## src/rtl/gru_fixed_pkg.sv

```systemverilog
// Q4.4 fixed-point types and helpers shared by the GRU datapath stages.
// Products are 17-bit signed, sums 18-bit signed, results saturate back to Q4.4.
package gru_fixed_pkg;

   localparam int DATA_WIDTH = 8;
   localparam int FRAC_BITS  = 4;
   localparam logic [DATA_WIDTH-1:0] ONE = DATA_WIDTH'(1 << FRAC_BITS);

   localparam int PROD_WIDTH = 2 * DATA_WIDTH + 1;
   localparam int SUM_WIDTH  = PROD_WIDTH + 1;

   typedef logic signed [DATA_WIDTH-1:0] q44_t;
   typedef logic signed [PROD_WIDTH-1:0] prod_t;
   typedef logic signed [SUM_WIDTH-1:0]  sum_t;

   localparam sum_t Q44_MAX = sum_t'((2 ** (DATA_WIDTH - 1)) - 1);
   localparam sum_t Q44_MIN = -sum_t'(2 ** (DATA_WIDTH - 1));

   // Unsigned gate value times signed state; both widened to 17 bits before the multiply.
   function automatic prod_t mul_us(input logic [DATA_WIDTH-1:0] u, input q44_t s);
      prod_t a;
      prod_t b;
      a = prod_t'({{(PROD_WIDTH - DATA_WIDTH){1'b0}}, u});
      b = prod_t'({{(PROD_WIDTH - DATA_WIDTH){s[DATA_WIDTH-1]}}, s});
      return a * b;
   endfunction

   // Arithmetic shift floors toward -inf; no rounding, then clip to the Q4.4 range.
   function automatic q44_t sat_q44(input sum_t sum);
      sum_t r;
      r = sum >>> FRAC_BITS;
      if (r > Q44_MAX) begin
         return q44_t'(Q44_MAX[DATA_WIDTH-1:0]);
      end
      if (r < Q44_MIN) begin
         return q44_t'(Q44_MIN[DATA_WIDTH-1:0]);
      end
      return q44_t'(r[DATA_WIDTH-1:0]);
   endfunction

endpackage

```

## src/rtl/gru_mac_sat.sv

```systemverilog
// Combinational pA + pB, rescale by FRAC_BITS and saturate to Q4.4.
// Shared by every GRU stage that blends two products into one state word.
module gru_mac_sat
   import gru_fixed_pkg::*;
(
   input  logic [PROD_WIDTH-1:0] pa_i,
   input  logic [PROD_WIDTH-1:0] pb_i,
   output logic [DATA_WIDTH-1:0] h_o
);

   sum_t sum;

   assign sum = sum_t'({pa_i[PROD_WIDTH-1], pa_i}) + sum_t'({pb_i[PROD_WIDTH-1], pb_i});
   assign h_o = sat_q44(sum);

endmodule

```

## src/rtl/gru_hidden_update.sv

```systemverilog
// GRU output stage: h_t[i] = (1-z)*h_{t-1}[i] + z*h_cand[i], one element per beat.
// Two-stage pipeline (multiply, then add/saturate/write-back) with an internal h_{t-1} bank.
module gru_hidden_update
   import gru_fixed_pkg::*;
#(
   parameter int HIDDEN_SIZE = 16,
   parameter int IDX_WIDTH   = $clog2(HIDDEN_SIZE)
) (
   input  logic                  clk,
   input  logic                  rst,
   input  logic                  clear_state,
   input  logic                  in_valid,
   output logic                  in_ready,
   input  logic [DATA_WIDTH-1:0] z_in,
   input  logic [DATA_WIDTH-1:0] one_minus_z_in,
   input  logic [DATA_WIDTH-1:0] h_cand_in,
   output logic                  out_valid,
   input  logic                  out_ready,
   output logic [DATA_WIDTH-1:0] h_out,
   output logic [IDX_WIDTH-1:0]  h_idx_out,
   output logic                  step_done
);

   // Write-back lands one edge after the read, so a bank of at least 3 needs no forwarding.
   if (HIDDEN_SIZE < 3 || ONE != DATA_WIDTH'(1 << FRAC_BITS)) begin : g_param_check
      $error("gru_hidden_update: HIDDEN_SIZE must be >= 3 and ONE must equal 1<<FRAC_BITS");
   end

   localparam logic [IDX_WIDTH-1:0] LAST_IDX = IDX_WIDTH'(HIDDEN_SIZE - 1);

   typedef struct packed {
      logic                 valid;
      logic [IDX_WIDTH-1:0] idx;
      prod_t                pa;
      prod_t                pb;
   } s1_t;

   s1_t                  s1_q, s1_d;
   logic [IDX_WIDTH-1:0] cnt_q, cnt_d;
   logic                 out_valid_q, out_valid_d;
   q44_t                 h_out_q, h_out_d;
   logic [IDX_WIDTH-1:0] h_idx_q, h_idx_d;
   logic                 step_done_q, step_done_d;
   q44_t                 bank_q [HIDDEN_SIZE];

   logic                 stall;
   logic                 accept;
   logic                 bank_we;
   logic [DATA_WIDTH-1:0] h_new;

   assign stall    = out_valid_q & ~out_ready;
   assign in_ready = ~stall & ~clear_state;
   assign accept   = in_valid & in_ready;

   gru_mac_sat u_mac (
      .pa_i (s1_q.pa),
      .pb_i (s1_q.pb),
      .h_o  (h_new)
   );

   always_comb begin
      // NOTE: every _d starts from its hold value so no path through this block infers a latch.
      s1_d        = s1_q;
      cnt_d       = cnt_q;
      out_valid_d = out_valid_q;
      h_out_d     = h_out_q;
      h_idx_d     = h_idx_q;
      step_done_d = step_done_q;
      bank_we     = 1'b0;

      if (clear_state) begin
         s1_d.valid  = 1'b0;
         cnt_d       = '0;
         out_valid_d = 1'b0;
         step_done_d = 1'b0;
      end else if (!stall) begin
         s1_d.valid = accept;
         if (accept) begin
            s1_d.idx = cnt_q;
            s1_d.pa  = mul_us(one_minus_z_in, bank_q[cnt_q]);
            s1_d.pb  = mul_us(z_in, q44_t'(h_cand_in));
            cnt_d    = (cnt_q == LAST_IDX) ? '0 : cnt_q + IDX_WIDTH'(1);
         end
         // Bubbles advance too: an empty S1 slot clears out_valid.
         out_valid_d = s1_q.valid;
         h_out_d     = q44_t'(h_new);
         h_idx_d     = s1_q.idx;
         step_done_d = s1_q.valid && (s1_q.idx == LAST_IDX);
         bank_we     = s1_q.valid;
      end
   end

   always_ff @(posedge clk) begin
      // NOTE: sequential state uses <= so every flop samples the pre-edge value of its neighbours.
      if (rst) begin
         s1_q        <= '0;
         cnt_q       <= '0;
         out_valid_q <= 1'b0;
         h_out_q     <= '0;
         h_idx_q     <= '0;
         step_done_q <= 1'b0;
      end else begin
         s1_q        <= s1_d;
         cnt_q       <= cnt_d;
         out_valid_q <= out_valid_d;
         h_out_q     <= h_out_d;
         h_idx_q     <= h_idx_d;
         step_done_q <= step_done_d;
      end
   end

   always_ff @(posedge clk) begin
      // NOTE: the bank is a flop array rather than a RAM because it must zero in one edge.
      if (rst || clear_state) begin
         for (int i = 0; i < HIDDEN_SIZE; i++) begin
            bank_q[i] <= '0;
         end
      end else if (bank_we) begin
         bank_q[s1_q.idx] <= q44_t'(h_new);
      end
   end

   assign out_valid = out_valid_q;
   assign h_out     = h_out_q;
   assign h_idx_out = h_idx_q;
   assign step_done = step_done_q;

endmodule
```

## config.mk

```make
export PLATFORM = sky130hd
export DESIGN_NAME = gru_hidden_update
export DESIGN_NICKNAME = d
export VERILOG_FILES = /design/src/rtl/gru_fixed_pkg.sv /design/src/rtl/gru_mac_sat.sv /design/src/rtl/gru_hidden_update.sv
export SDC_FILE = /design/constraint.sdc
export NUM_CORES = 1
export LEC_CHECK = 0
export ABC_AREA = 1
export CORE_ASPECT_RATIO = 1.1
export CORE_MARGIN = 4
export CORE_UTILIZATION = 55
export CTS_CLUSTER_SIZE = 28
export DETAILED_ROUTE_END_ITERATION = 8
export GPL_TIMING_DRIVEN = 0
export HOLD_SLACK_MARGIN = 0.05
export PLACE_DENSITY = 0.73
export SYNTH_ARGS = -nofsm -noshare
export SYNTH_HDL_FRONTEND = slang
export SYNTH_SLANG_ARGS = --single-unit
```

## constraint.sdc

```tcl
create_clock -name clk -period 7.8 [get_ports clk]
set_clock_uncertainty 0.15 [all_clocks]
set_input_delay 1.17 -clock clk [delete_from_list [all_inputs] [get_ports clk]]
set_output_delay 1.17 -clock clk [all_outputs]
set_load 0.005 [all_outputs]
```

==> results.rst, run 1 <==
.. list-table::
   :header-rows: 1

   * - Metric
     - Value
   * - Post-synthesis register bit count
     - 189
   * - Number of H-tree levels
     - 4
   * - Setup-violating endpoint count in the final report
     - 0
   * - Total standard cell area after synthesis
     - 13,900 um2
   * - Minimum setup slack after placement
     - 1.11 ns
   * - GR Util All Layers
     - 24.9%
   * - Max incr delay on CP
     - 0.75 ns
   * - Summed negative setup slack over all endpoints
     - 0 ns
   * - RSZ-0062 raised after global routing
     - no
   * - Req. time, crit path
     - 8.03 ns
   * - Final-report max-slew violation count
     - 0
   * - Global routing usage on met1
     - 33.5%
   * - Source-to-sink clock delay at the later pin of the worst-skew pair
     - 0.44 ns
   * - Element type at the critical path end
     - register
   * - Number of input and output port buffers inserted
     - 28
   * - Synth unique cells
     - 44
   * - Clk buf depth
     - 2
   * - Max_slew headroom
     - 37.2%
   * - Die extent in y
     - 175 um
   * - Number of CTS-inserted buffers
     - 17
   * - Avg Inst Size Synth
     - 8.50 um2
   * - Wire length of the first global-routing pass
     - 55.8 mm
   * - M2 GR Usage
     - 41.6%
   * - Met3 Track Usage GR
     - 3.73%
   * - Largest net degree at the start of global routing
     - 20
   * - Pre-antenna DRT Iters
     - 6
   * - Gpl congestion
     - 0.924
   * - CTS tree
     - yes
   * - Initial antenna violation count
     - 0
   * - Residual DRC
     - 0
   * - Post-layout util
     - 61.3%
   * - Worst Path Arrival
     - 7.08 ns
   * - Maximum net fanout on the critical path
     - 10
   * - Post-Syn Instances
     - 1,635
   * - Share of flip-flops with an asynchronous set or reset after synthesis
     - 0%
   * - Worst-case vdd ir drop
     - 142 uV
   * - Routed vias
     - 10,900
   * - Maximum achievable frequency
     - 146 MHz
   * - Post-layout net count
     - 1,888
   * - Max_cap viols
     - 0
   * - Count of instances resized after the clock tree is built
     - 0
   * - Post-CTS repair timing setup buffer count
     - 0
   * - Post-synthesis sequential area ratio
     - 36.5%
   * - Clock Sinks
     - 189
   * - Part of the cycle the worst path needs
     - 87.8%
   * - Endpoints failing hold
     - 0
   * - Synth-to-layout area growth
     - 8.93%
   * - Number of rows created at floorplan
     - 60
   * - Total Routed Length
     - 33.6 mm
   * - N_diodes
     - 0
   * - Count of antenna-violating nets left after detailed routing
     - 0
   * - Buffer cell driving the clock tree root
     - sky130_fd_sc_hd__clkbuf_16
   * - Layout Cell Area excl Fill
     - 15,100 um2
   * - Average vias per placed instance
     - 5.43
   * - Number of nets in the synthesized netlist
     - 1,841
   * - Clock period minus worst slack
     - 6.85 ns
   * - Power per cell area
     - 208 nW/um2
   * - Final worst slack
     - 0.953 ns
   * - Type of the worst setup path
     - reg2reg
   * - Initial drt markers
     - 805
   * - Worst min-delay path category
     - reg2reg
   * - Detailed placer's ending HPWL
     - 26.0 mm
   * - Most common cell on crit path
     - sky130_fd_sc_hd__inv_1
   * - Proportion of layout cells with a drive suffix above 1
     - 9.50%
   * - Category of the worst setup path launch point
     - register
   * - Area inside the core boundary
     - 24,700 um2
   * - Avg WL per Cell
     - 16.8 um
   * - Result of the run
     - finished clean
   * - Post-CTS Hold Buffers
     - 0
   * - Pleak
     - 0.00712 uW
   * - Overall die width
     - 160 um
   * - Die area
     - 27,900 um2
   * - Num ports
     - 44
   * - Slowest cell on crit path
     - sky130_fd_sc_hd__clkbuf_1
   * - Number of warnings reported in the yosys synthesis log
     - 0
   * - Clock slew seen by the registers of the worst setup and hold paths
     - 0.07 ns
   * - Initial core utilization
     - 56.2%
   * - Gr busiest metal
     - met2
   * - Grt ovf
     - 0
   * - Number of synthesized flops with an enable pin
     - 128
   * - R2r setup slk
     - 0.95 ns
   * - DP Area
     - 14,600 um2
   * - Worst slew pin tran
     - 0.942 ns
   * - Vias in the first global route
     - 10,800
   * - Most used DFF post-synth
     - sky130_fd_sc_hd__edfxtp_1
## final timing paths
check / to / cells after the start / startpoint
max: s1_q[31]$_SDFFE_PP0P_ / 28 / register
min: s1_q[3]$_SDFFE_PP0P_ / 2 / s1_q[3]$_SDFFE_PP0P_
max reg2reg: s1_q[31]$_SDFFE_PP0P_ / 28 / register
min reg2reg: s1_q[3]$_SDFFE_PP0P_ / 2 / s1_q[3]$_SDFFE_PP0P_
## sequential cells by signal, indices dropped and copies added, names as in the netlist, named ones only
name       flops
bank_q       128
cnt_q          4
h_idx_out      4
h_out          8
out_valid      1
s1_q          39
step_done      1
## synthesized netlist by cell type (all sizes together) (7+ instances only)
cell type | number | area share, %
or2 | 11 | 0.50
nand3 | 47 | 1.8
dfxtp | 61 | 8.8
edfxtp | 128 | 28
ha | 103 | 9.3
nor3 | 13 | 0.54
xor2 | 14 | 0.88
buf | 21 | 1.3
o211ai | 35 | 1.9
nand4 | 7 | 0.32
o21ai | 84 | 3.0
nor2 | 226 | 7.3
a21oi | 92 | 3.3
mux2i | 32 | 2.3
o21bai | 16 | 0.86
fa | 74 | 11
inv | 312 | 8.4
xnor2 | 11 | 0.69
nand2 | 281 | 8.1
and2 | 8 | 0.41
clkbuf | 48 | 1.3
## cell families after synthesis
group                      share of synthesized area (%)
AOI/OAI and AO/OA                                   9.60
xor gates and xnor gates                            1.58
adders and majority gates                           19.9
buffers and inverters                               11.1
DFF                                                 36.5
muxes                                               2.31
and+or+nand+nor                                     19.0
## cells in the final DEF, fill, tap and decap left out, drive strengths merged, types with 16 or more instances in the layout
cell	n
nand2	281
edfxtp	128
inv	320
o211ai	35
clkdlybuf4s50	28
buf	21
clkbuf	65
mux2i	32
fa	74
o21bai	16
o21ai	84
ha	103
dfxtp	61
nor2	226
a21oi	92
nand3	47
## cell type report
cell class	count	area [um2]
fillers	2122	9570
repair buffers	28	280
clock buffers	17	425
plain buffers	69	367
well taps	310	388
flip-flops and latches	189	5060
inverters	313	1170
multi-input cells	1064	7290
clock inverters	15	146
## stage by stage
stage	cells	hold slack, ns	total power [uW]
6_report	2005	0.335	3150
5_1_grt	2005	0.355	3360
4_1_cts	2005	0.335	3150
3_5_place_dp	1973	0.324	2310
3_3_place_gp	1973	0.312	2290
2_1_floorplan	1635	0.299	2010
## worst max-delay path, delay by kind of cell, from the launching register on
kind                     cells  cell delay (ns)
AND/OR/NAND/NOR              9             1.11
AO/OA/AOI/OAI                5             0.95
multiplexers                 1             0.32
flip-flops                   1             0.31
buffers and inverters        8             1.51
adder cells (fa/ha/maj)      5             2.44
## metal layers
| layer | share of wire, % | routed length [um] | up-vias |
|---|---|---|---|
| met5 | 0 | 0 | - |
| met4 | 2.9 | 970 | 0 |
| met3 | 5.5 | 1850 | 75 |
| met2 | 48 | 16100 | 340 |
| met1 | 44 | 14700 | 5192 |
| li1 | - | - | 5277 |
## where the power goes
part	internal, uW	switching (uW)	total (uW)
combinational	429	724	1150
sequential	1120	25.4	1150
clock	426	429	855
(Power assumes the default switching activity.)
==> run 2: changes to the inputs <==
--- a/config.mk
+++ b/config.mk
@@ -8,12 +8,11 @@
 export ABC_AREA = 1
 export CORE_ASPECT_RATIO = 1.1
 export CORE_MARGIN = 4
-export CORE_UTILIZATION = 55
+export CORE_UTILIZATION = 45
 export CTS_CLUSTER_SIZE = 28
 export DETAILED_ROUTE_END_ITERATION = 8
 export GPL_TIMING_DRIVEN = 0
 export HOLD_SLACK_MARGIN = 0.05
-export PLACE_DENSITY = 0.73
 export SYNTH_ARGS = -nofsm -noshare
 export SYNTH_HDL_FRONTEND = slang
 export SYNTH_SLANG_ARGS = --single-unit
==> results.rst, run 2 (synthesis results as in run 1) <==
.. list-table::
   :header-rows: 1

   * - Metric
     - Value
   * - Number of rows created at floorplan
     - 67 (was 60)
   * - N_diodes
     - 0 (unchanged)
   * - Clock period minus worst slack
     - 6.71 ns (was 6.85 ns)
   * - Result of the run
     - finished clean (unchanged)
   * - Total Routed Length
     - 35.0 mm (was 33.6 mm)
   * - Avg WL per Cell
     - 16.6 um (was 16.8 um)
   * - Final-report max-slew violation count
     - 0 (unchanged)
   * - Synth-to-layout area growth
     - 10.0% (was 8.93%)
   * - Worst-case vdd ir drop
     - 145 uV (was 142 uV)
   * - Type of the worst setup path
     - reg2reg (unchanged)
   * - CTS tree
     - yes (unchanged)
   * - Post-layout net count
     - 1,888 (unchanged)
   * - Req. time, crit path
     - 7.99 ns (was 8.03 ns)
   * - Max_slew headroom
     - 33.6% (was 37.2%)
   * - Clock Sinks
     - 189 (unchanged)
   * - Category of the worst setup path launch point
     - register (unchanged)
   * - Max_cap viols
     - 0 (unchanged)
   * - Initial antenna violation count
     - 0 (unchanged)
   * - Worst slew pin tran
     - 0.997 ns (was 0.942 ns)
   * - Average vias per placed instance
     - 5.09 (was 5.43)
   * - Die area
     - 33,700 um2 (was 27,900 um2)
   * - Initial drt markers
     - 752 (was 805)
   * - Overall die width
     - 176 um (was 160 um)
   * - Worst Path Arrival
     - 6.91 ns (was 7.08 ns)
   * - Die extent in y
     - 192 um (was 175 um)
   * - Clock slew seen by the registers of the worst setup and hold paths
     - 0.08 ns (was 0.07 ns)
   * - Detailed placer's ending HPWL
     - 27.2 mm (was 26.0 mm)
   * - Grt ovf
     - 0 (unchanged)
   * - Total power of the final layout
     - 3190 uW (was 3150 uW)
   * - Most used cells in the layout excluding fill and tap cells
     - sky130_fd_sc_hd__inv_1, sky130_fd_sc_hd__nand2_1, sky130_fd_sc_hd__nor2_1, sky130_fd_sc_hd__edfxtp_1, sky130_fd_sc_hd__ha_1 (unchanged)
   * - Count of instances resized after the clock tree is built
     - 0 (unchanged)
   * - Maximum achievable frequency
     - 149 MHz (was 146 MHz)
   * - RSZ-0062 raised after global routing
     - no (unchanged)
   * - Final-layout fill cell count
     - 2,905 (was 2,122)
   * - Vias in the first global route
     - 10,700 (was 10,800)
   * - Largest net degree at the start of global routing
     - 18 (was 20)
   * - Post-CTS repair timing setup buffer count
     - 0 (unchanged)
   * - Proportion of layout cells with a drive suffix above 1
     - 9.44% (was 9.50%)
   * - Setup-violating endpoint count in the final report
     - 0 (unchanged)
   * - Gpl congestion
     - 0.888 (was 0.924)
   * - Layout Cell Area excl Fill
     - 15,300 um2 (was 15,100 um2)
   * - Source-to-sink clock delay at the later pin of the worst-skew pair
     - 0.45 ns (was 0.44 ns)
   * - Initial core utilization
     - 45.7% (was 56.2%)
   * - Register ranked first by flip-flop count
     - bank_q (unchanged)
   * - Pre-antenna DRT Iters
     - 5 (was 6)
   * - Post-CTS Hold Buffers
     - 0 (unchanged)
   * - R2r setup slk
     - 1.09 ns (was 0.95 ns)
   * - Summed negative setup slack over all endpoints
     - 0 ns (unchanged)
   * - DP Area
     - 14,700 um2 (was 14,600 um2)
   * - Most common library cell in the layout ignoring fill and taps
     - sky130_fd_sc_hd__inv_1 (unchanged)
   * - Number of H-tree levels
     - 4 (unchanged)
   * - Maximum net fanout on the critical path
     - 10 (unchanged)
   * - Power per cell area
     - 209 nW/um2 (was 208 nW/um2)
   * - Wire length of the first global-routing pass
     - 56.6 mm (was 55.8 mm)
   * - Slowest cell on crit path
     - sky130_fd_sc_hd__clkbuf_1 (unchanged)
   * - Clk buf depth
     - 2 (unchanged)
   * - Residual DRC
     - 0 (unchanged)
   * - Number of input and output port buffers inserted
     - 28 (unchanged)
   * - Routed vias
     - 10,700 (was 10,900)
   * - Pleak
     - 0.00713 uW (was 0.00712 uW)
   * - Worst min-delay path category
     - reg2reg (unchanged)
   * - Element type at the critical path end
     - register (unchanged)
   * - Buffer cell driving the clock tree root
     - sky130_fd_sc_hd__clkbuf_16 (unchanged)
   * - Area of combinational cells with multiple inputs
     - 7290 um2 (unchanged)
   * - Number of CTS-inserted buffers
     - 17 (unchanged)
   * - Most common cell on crit path
     - sky130_fd_sc_hd__inv_1 (unchanged)
   * - FF+latch area
     - 5060 um2 (unchanged)
   * - Part of the cycle the worst path needs
     - 86.0% (was 87.8%)
   * - Num ports
     - 44 (unchanged)
   * - Count of antenna-violating nets left after detailed routing
     - 0 (unchanged)
   * - Area inside the core boundary
     - 30,400 um2 (was 24,700 um2)
   * - Endpoints failing hold
     - 0 (unchanged)
   * - Number of flip-flops under the largest register name
     - 128 (unchanged)
   * - Max incr delay on CP
     - 0.78 ns (was 0.75 ns)
   * - GR Util All Layers
     - 21.4% (was 24.9%)
-- run 2: cell count changes in the layout (fill, tap and decap cells not counted), sizes merged --
cell and change:
inv -3, bufinv +2, clkbuf +1
-- run 2: report_power, final --
part	switching (uW)	internal, uW	leakage (uW)
combinational	730	430	0.00492
clock	408	480	0.000280
sequential	24.2	1120	0.00193
total	1160	2030	0.00713
-- run 2: area by class of cell --
cell class	instances	share of cell area [%]
multi-input cells	1064	47.7
flip-flops and latches	189	33.1
inverters	313	7.69
well taps	414	3.39
clock buffers	18	2.81
plain buffers	69	2.40
repair buffers	28	1.83
clock inverters	14	1.06
-- run 2: worst paths after layout --
| check | startpoint | endpoint | cells past startpoint |
|---|---|---|---|
| hold / removal | step_done$_SDFFE_PP0N_ | step_done$_SDFFE_PP0N_ | 2 |
| setup / recovery | register | s1_q[31]$_SDFFE_PP0P_ | 28 |
| hold reg to reg | step_done$_SDFFE_PP0N_ | step_done$_SDFFE_PP0N_ | 2 |
| setup reg to reg | register | s1_q[31]$_SDFFE_PP0P_ | 28 |
-- run 2: stage by stage --
| stage | utilization (%) | hold WS [ns] | worst slack, ns | cells |
|---|---|---|---|---|
| floorplan | - | 0.299 | 2.32 | 1635 |
| global placement | 48.3 | 0.312 | 1.03 | 2077 |
| detailed placement | 48.3 | 0.312 | 1.03 | 2077 |
| CTS | 50.2 | 0.327 | 1.02 | 2109 |
| global route | 50.2 | 0.353 | 0.579 | 2109 |
| finish | 50.2 | 0.326 | 1.09 | 2109 |
-- run 2: metal layers --
metal | GRT usage, % | vias up | share of wire, %
met4 | 6.63 | 0 | 3.0
met5 | 0 | - | 0
li1 | - | 5276 | -
met3 | 2.66 | 65 | 5.0
met2 | 36.5 | 284 | 47
met1 | 28.8 | 5109 | 45
-- run 2: worst max-delay path: cells and delay by family, from the launching register on --
kind	cells	cell delay (ns)
flops	1	0.30
simple gates	7	0.86
compound gates	8	1.43
buf+inv	8	1.48
fa+ha+maj	5	2.40
